### config.mk
export PLATFORM = sky130hd
export DESIGN_NAME = branch_predictor
export DESIGN_NICKNAME = d
export VERILOG_FILES = /design/src/rtl/lc3b_types.sv /design/src/rtl/bp_sat_counter2.sv /design/src/rtl/branch_predictor.sv
export SDC_FILE = /design/constraint.sdc
export NUM_CORES = 1
export LEC_CHECK = 0
export ABC_AREA = 1
export CORE_MARGIN = 3
export CORE_UTILIZATION = 40
export DETAILED_ROUTE_END_ITERATION = 10
export HOLD_SLACK_MARGIN = 0.02
export PLACE_DENSITY = 0.59
export SLEW_MARGIN = 20
export SYNTH_ARGS = -nofsm -noshare
export SYNTH_HDL_FRONTEND = slang
export SYNTH_HIERARCHICAL = 1
export SYNTH_SLANG_ARGS = --single-unit
### constraint.sdc
create_clock -name clk -period 11.3 [get_ports clk]
set_clock_uncertainty 0.2 [all_clocks]
set_input_delay 3.39 -clock clk [delete_from_list [all_inputs] [get_ports clk]]
set_output_delay 3.39 -clock clk [all_outputs]
set_load 0.1 [all_outputs]
### src/rtl/lc3b_types.sv
// Shared LC-3b types and constants. The branch predictor uses the word type
// and the saturating-counter encoding defined here.
package lc3b_types;

    typedef logic [15:0] lc3b_word;
    typedef logic [1:0]  lc3b_bp_ctr;

    localparam lc3b_bp_ctr BP_STRONG_NT = 2'b00;
    localparam lc3b_bp_ctr BP_WEAK_NT   = 2'b01;
    localparam lc3b_bp_ctr BP_WEAK_T    = 2'b10;
    localparam lc3b_bp_ctr BP_STRONG_T  = 2'b11;

endpackage

### src/rtl/bp_sat_counter2.sv
// Next-state logic for a 2-bit saturating taken/not-taken counter.
// Taken moves the counter toward strong-taken; not-taken moves it toward strong-not-taken.
module bp_sat_counter2
    import lc3b_types::*;
(
    input  logic [1:0] ctr_i,
    input  logic       taken_i,
    output logic [1:0] ctr_o
);

    always_comb begin
        ctr_o = ctr_i;
        if (taken_i) begin
            if (ctr_i != BP_STRONG_T) ctr_o = ctr_i + 2'b01;
        end else begin
            if (ctr_i != BP_STRONG_NT) ctr_o = ctr_i - 2'b01;
        end
    end

endmodule

### src/rtl/branch_predictor.sv
// Direct-mapped BTB with 2-bit counters for LC-3b fetch, updated from WB,
// plus saturating branch and mispredict performance counters.
module branch_predictor
    import lc3b_types::*;
#(
    parameter int INDEX_BITS = 3
)
(
    input  logic        clk,
    input  logic        rst,
    input  logic [15:0] fetch_pc,
    output logic        predict_taken,
    output logic [15:0] predict_target,
    input  logic        wb_branch,
    input  logic [15:0] wb_pc,
    input  logic        wb_taken,
    input  logic [15:0] wb_target,
    input  logic        wb_mispredict,
    input  logic        bp_clear,
    output logic [15:0] branch_count,
    output logic [15:0] mispredict_count
);

    localparam int TAG_BITS = 15 - INDEX_BITS;
    localparam int ENTRIES  = 1 << INDEX_BITS;

    logic                valid_q  [ENTRIES];
    logic [TAG_BITS-1:0] tag_q    [ENTRIES];
    lc3b_word            target_q [ENTRIES];
    lc3b_bp_ctr          ctr_q    [ENTRIES];

    logic                valid_d  [ENTRIES];
    logic [TAG_BITS-1:0] tag_d    [ENTRIES];
    lc3b_word            target_d [ENTRIES];
    lc3b_bp_ctr          ctr_d    [ENTRIES];

    lc3b_word branch_q, branch_d;
    lc3b_word mispredict_q, mispredict_d;

    logic [INDEX_BITS-1:0] fetchIdx, wbIdx;
    logic [TAG_BITS-1:0]   fetchTag, wbTag;
    logic                  fetchHit, wbHit;
    lc3b_bp_ctr            ctrNext;
    logic                  unusedPcLsb;

    assign fetchIdx = fetch_pc[INDEX_BITS:1];
    assign fetchTag = fetch_pc[15:INDEX_BITS+1];
    assign wbIdx    = wb_pc[INDEX_BITS:1];
    assign wbTag    = wb_pc[15:INDEX_BITS+1];
    assign unusedPcLsb = fetch_pc[0] ^ wb_pc[0];

    // Lookup reads registered state only, so a same-cycle update is not bypassed.
    assign fetchHit       = valid_q[fetchIdx] && (tag_q[fetchIdx] == fetchTag);
    assign predict_taken  = fetchHit && ctr_q[fetchIdx][1];
    assign predict_target = fetchHit ? target_q[fetchIdx] : 16'h0000;

    assign wbHit = valid_q[wbIdx] && (tag_q[wbIdx] == wbTag);

    bp_sat_counter2 u_ctr (
        .ctr_i   (ctr_q[wbIdx]),
        .taken_i (wb_taken),
        .ctr_o   (ctrNext)
    );

    always_comb begin
        for (int i = 0; i < ENTRIES; i++) begin
            valid_d[i]  = valid_q[i];
            tag_d[i]    = tag_q[i];
            target_d[i] = target_q[i];
            ctr_d[i]    = ctr_q[i];
        end
        // A clear in the same cycle as a WB update discards the update.
        if (bp_clear) begin
            for (int i = 0; i < ENTRIES; i++) begin
                valid_d[i] = 1'b0;
                ctr_d[i]   = BP_WEAK_NT;
            end
        end else if (wb_branch) begin
            if (wbHit) begin
                ctr_d[wbIdx] = ctrNext;
                if (wb_taken) target_d[wbIdx] = wb_target;
            end else if (wb_taken) begin
                valid_d[wbIdx]  = 1'b1;
                tag_d[wbIdx]    = wbTag;
                target_d[wbIdx] = wb_target;
                ctr_d[wbIdx]    = BP_WEAK_T;
            end
        end
    end

    always_comb begin
        branch_d     = branch_q;
        mispredict_d = mispredict_q;
        if (wb_branch && (branch_q != 16'hFFFF)) branch_d = branch_q + 16'h0001;
        if (wb_branch && wb_mispredict && (mispredict_q != 16'hFFFF))
            mispredict_d = mispredict_q + 16'h0001;
    end

    always_ff @(posedge clk or posedge rst) begin
        if (rst) begin
            for (int i = 0; i < ENTRIES; i++) begin
                valid_q[i]  <= 1'b0;
                tag_q[i]    <= '0;
                target_q[i] <= '0;
                ctr_q[i]    <= BP_WEAK_NT;
            end
            branch_q     <= '0;
            mispredict_q <= '0;
        end else begin
            for (int i = 0; i < ENTRIES; i++) begin
                valid_q[i]  <= valid_d[i];
                tag_q[i]    <= tag_d[i];
                target_q[i] <= target_d[i];
                ctr_q[i]    <= ctr_d[i];
            end
            branch_q     <= branch_d;
            mispredict_q <= mispredict_d;
        end
    end

    assign branch_count     = branch_q;
    assign mispredict_count = mispredict_q;

endmodule

# [After elaboration in Yosys (flattened, before gate mapping)]
# Index checks and enable logic that the tools add are counted.
[totals] wordCells=114 register_bits=280
[classes] n_eq_ne=6 n_mux=44 addsub=4 n_reduce_logical=15 n_bitwise=8 magnitude_cmp=3
[op_table] op="$bwmux W128" n=1
[op_table] op="$mux W16" n=8
[op_table] op="$bwmux W96" n=1
[op_table] op="$bmux W12 S3" n=2
[op_table] op="$mux W12" n=5
[op_table] op="$bmux W16 S3" n=1
[op_table] op="$demux W16 S3" n=1
[op_table] op="$demux W12 S3" n=1
[op_table] op="$add A16 B1 Y16 const B" n=2
[op_table] op="$mux W8" n=4
[op_table] op="$ne A16 B16 Y1 const B" n=2
[op_table] op="$eq A12 B12 Y1" n=2
[op_table] op="$bwmux W16" n=1
[op_table] op="$mux W2" n=8
[op_table] op="$or A8 B8 Y8" n=2
[op_table] op="$bmux W2 S3" n=2
[op_table] op="$and A8 B8 Y8" n=1
[op_table] op="$ge A4 B4 Y1 const B" n=2
[op_table] op="$not A3 Y4" n=2
[op_table] op="$not A8 Y8" n=1
[op_table] op="$logic_and A1 B1 Y1" n=7
[op_table] op="$bmux W1 S3" n=2
[op_table] op="$demux W2 S3" n=1
[op_table] op="$reduce_and A3 Y1" n=2
[op_table] op="other kinds (11)" n=19

# [Logic depth before layout (Yosys ltp)]
[logic_depth] word_depth=11 mapped_depth=19

# [Cells and area by module]
# The synthesis kept the hierarchy.
[by_module_without_submodules] mod="branch_predictor" seq_area_each_um2=7016.7 n_inst=1 area_per_inst_um2=14855.5 cells_per_inst=2032
[by_module_without_submodules] mod="bp_sat_counter2" seq_area_each_um2=0.0 n_inst=1 area_per_inst_um2=25.0 cells_per_inst=6

# [Worst setup path before layout]
# No wires, ideal clock.
[synth_path] kind="input port to output port" startpoint="input fetch_pc[1]" endpoint="output predict_target[10]" t_arrival_ps=6160 stages=13 required_ps=7710 path_buffers=3 path_slack_ps=1550 path_cell_list="buf_2 inv_1 clkbuf_1 nor2_1 o211ai_1 nand2_1 a22o_1 nor2_1 nand2_1 nor2_1 nand2_1 buf_2 nor2_1"
[synth_via] elab_chain_len=7
[synth_rtl] element="start, declared" line_no="branch_predictor.sv:11" text="input logic [15:0] fetch_pc,"
[synth_rtl] element="$not A3 Y4 (implied by the code) *" line_no="branch_predictor.sv:53, branch_predictor.sv:55"
[synth_rtl] element="$bmux W12 S3" line_no="branch_predictor.sv:53" text="assign fetchHit = valid_q[fetchIdx] && (tag_q[fetchIdx] == fetchTag);"
[synth_rtl] element="$mux W12 (implied by the code) (2 in series)" line_no="branch_predictor.sv:53"
[synth_rtl] element="$eq A12 B12 Y1" line_no="branch_predictor.sv:53"
[synth_rtl] element="$logic_and A1 B1 Y1" line_no="branch_predictor.sv:53"
[synth_rtl] element="$mux W16 *" line_no="branch_predictor.sv:55" text="assign predict_target = fetchHit ? target_q[fetchIdx] : 16'h0000;"
[synth_rtl] element="end, declared" line_no="branch_predictor.sv:13" text="output logic [15:0] predict_target,"
# Every way passes the cells marked *; elsewhere a longest branch is shown, timed or not. The select of a mux whose other input is x is not followed.

# [Worst setup path after layout]
[layout_path] startpoint="input fetch_pc[1]" endpoint="output predict_target[14]"
# Same word-level chain as after synthesis.

==> metrics <==
critical path class=input port to output port; Starting Density=40.6%; Period Utilization, post-route=89.6%; Die Width=199 µm; first-pass GRT wire length=70,300 µm; met3 GRT Util=roughly 3.3%; Most Crowded Layer GR=met2; initial antenna violation count=1; RSZ-0062 raised after global routing=false; VDD IR-drop max=roughly 0.00020 V; outcome=complete, no violations; grt total ovfl=0; GRT Util Overall=about 22%; max incr delay on CP=0.55 ns; Max Fanout on Critical Path=44; Final Max Tran Viols=0; Worst R2R Setup Slack=7.97 ns; Fin. Hold Viols=0; Multi-input gate area=between 6000 and 7000 µm²; Register Area=roughly 7000 µm²; Worst EP required=7.71 ns; setup TNS=0 ns; CTS Buffer Depth=3; TritonCTS buffer count=34; Layout Nets=2,134; antenna viol nets, final=0; synthesis-to-layout area growth=16.6%; min Tclk post-route=10.12 ns; share of layout cells above drive strength 1=5.14%; most common cell after layout, fill and taps aside=nand2_1; Unique masters post-synth=33; Startpoint Class=input port; H-tree Lvls=2; number of I/O pins=103; met2 Track Usage GR=35.6%; Post-Syn Area=14,900 µm²; most frequent cells in the layout=nand2_1, o21ai_0, dfrtp_1, inv_1, nor2_1; slowest cell on the critical path=nor2_1; Core Area=36,600 µm²; clock-pin transition on the worst setup and hold timing paths=0.05 ns; Lkg Pwr=8.26 nW; Via density=~5.3; Routed WL=44,200 µm; crit path capture type=output port; drt first pass iters=5; Syn Area/Cell=roughly 7.3 µm²; Setup violations, final=0; row count=70; clk sink count=280; Skew-Pair Late Insertion Delay=about 0.52 ns; dpl hpwl=26,900 µm; # diodes=0; # Post-CTS Setup Buffers=0; die area=39,600 µm²; power per cell area=roughly 180 nW/µm²; vias in the first global route=12,700; WL per Instance=17.2 µm; Peak Freq=a little under 100 MHz; design area=17,300 µm²; chip height=199 µm; DRT iter0 DRCs=between 900 and 1,000; post-CTS sizing=0; Ys Warns=6; Buf/Inv on CP=3; Syn Nets=roughly 2,100; Worst Max-Slew Pin Slew=1.10 ns; GPL Wtd Cong=0.837; I/O Buffers=100; pin count of the biggest net entering global routing=96; clk root buf=clkbuf_16; Post-route DRC=0; CTS tree=built; fill count=3,678; Top delay family on crit path=simple AND/OR/NAND/NOR gates; dpl cells=2,510; Critical Path AT=6.53 ns; hold crit path type=flop to flop; Critical Path, Cell by Cell=buf_4 > buf_4 > o21ai_0 > a21oi_1 > a21oi_1 > o21ai_0 > o21ai_0 > nor2_1 > nand4_1 > nor2_1 > nand2_1 > nor2_1 > buf_12; via count=approximately 14,000; Worst slew margin=a little over a quarter; Max Cap Viol=0; sequential cell area fraction in the yosys report=47.2%; DP Area=between 15,000 and 20,000 µm²; hold_buf cts=0; Post-Syn Instances=2,038; Layout Cells excl Fill=2,569; register bit total from synthesis=280; met1 usage=about a third
cell usage after synthesis:
cell,number,share of area [%]
a21oi_1,74,2.5
a21oi_4,1,0.11
a221oi_1,3,0.18
a22o_1,1,0.059
a22oi_1,1,0.050
buf_1,4,0.10
buf_2,29,0.98
buf_4,12,0.61
clkbuf_1,67,1.7
clkinv_1,3,0.076
dfrtp_1,272,46
dfstp_2,8,1.4
ha_1,2,0.17
inv_1,211,5.3
inv_2,3,0.076
mux2_2,2,0.15
nand2_1,566,14
nand2_2,2,0.084
nand2_4,2,0.15
nand3_1,124,4.2
nand4_1,16,0.67
nor2_1,156,3.9
nor2_2,6,0.25
nor3_1,6,0.20
o2111ai_1,1,0.059
o211ai_1,17,0.86
o21a_1,3,0.15
o21ai_0,388,13
o21ai_1,17,0.57
o221ai_1,2,0.12
o22ai_1,3,0.13
xnor2_1,16,0.94
xor2_1,20,1.2
metal layers:
| metal | up-vias | part of all wire [%] |
|---|---|---|
| met5 | - | 0.045 |
| met1 | 6463 | 47 |
| li1 | 6637 | - |
| met2 | 398 | 46 |
| met3 | 64 | 5.7 |
| met4 | 2 | 2.1 |
per-stage QoR:
stage	total power, W	setup slack (ns)	util, %	hold WS (ns)
final	0.00307	1.18	47.4	0.267
after global routing	0.00324	0.884	47.4	0.298
after CTS	0.00310	1.27	47.4	0.270
after detailed placement	0.00201	1.31	44.4	0.260
after global placement	0.00199	1.32	44.4	0.256
after floorplan	0.00182	0.00105	-	0.246
final cells by class:
class	count	area share, %
clock buffers	58	6.20
inverters	217	4.75
multi-input cells	1429	37.8
well taps	468	3.38
flip-flops and latches	280	40.5
repair buffers	116	7.37
clock inverters	1	0.0505
worst reg2reg max path, cell delays in order, from the launching register on:
cell and delay [ns]:
dfrtp_1 0.40, inv_1 0.06, nand2_1 0.04, nand3_1 0.12, nand2_1 0.09, o21ai_1 0.33
nand2_1 0.09, nor2_1 0.14, nand2_1 0.08, nor2_2 0.80, nand3_1 0.19, nand2_2 0.40
nand2_1 0.15, nand2_1 0.08, nand2_1 0.05
power by group:
group / switching, W / internal [W] / leakage [nW]
Sequential: 0.000117 / 0.00119 / 3.59
Combinational: 0.000475 / 0.000216 / 4.14
Clock: 0.000426 / 0.000644 / 0.527
cell families (layout without fill, tap and decap cells):
group / count (synthesis) / count (layout) / synth area share (%)
simple gates: 878 / 878 / 23.7
flops: 280 / 280 / 47.2
compound gates: 511 / 511 / 17.8
xor+xnor: 36 / 36 / 2.12
mux: 2 / 2 / 0.151
fa+ha+maj: 2 / 2 / 0.168
buf+inv: 329 / 392 / 8.85
state kept, by name, summed over array words and instances, names as in the netlist:
signal / cells
target_q: 128
ctr_q: 16
branch_count: 16
valid_q: 8
tag_q: 96
mispredict_count: 16
worst paths after layout:
| path | cells past startpoint | endpoint | startpoint |
|---|---|---|---|
| max | 13 | predict_target[14] | fetch_pc[1] |
| min | 2 | ctr_q[12] | ctr_q[12] |
| max reg2reg | 14 | ctr_q[7] | tag_q[39] |
| min reg2reg | 2 | ctr_q[12] | ctr_q[12] |
| max in group asynchronous | 3 | tag_q[65] | rst |
| min in group asynchronous | 2 | mispredict_count[7] | rst |
No activity file was read; power rests on OpenSTA's default activity.
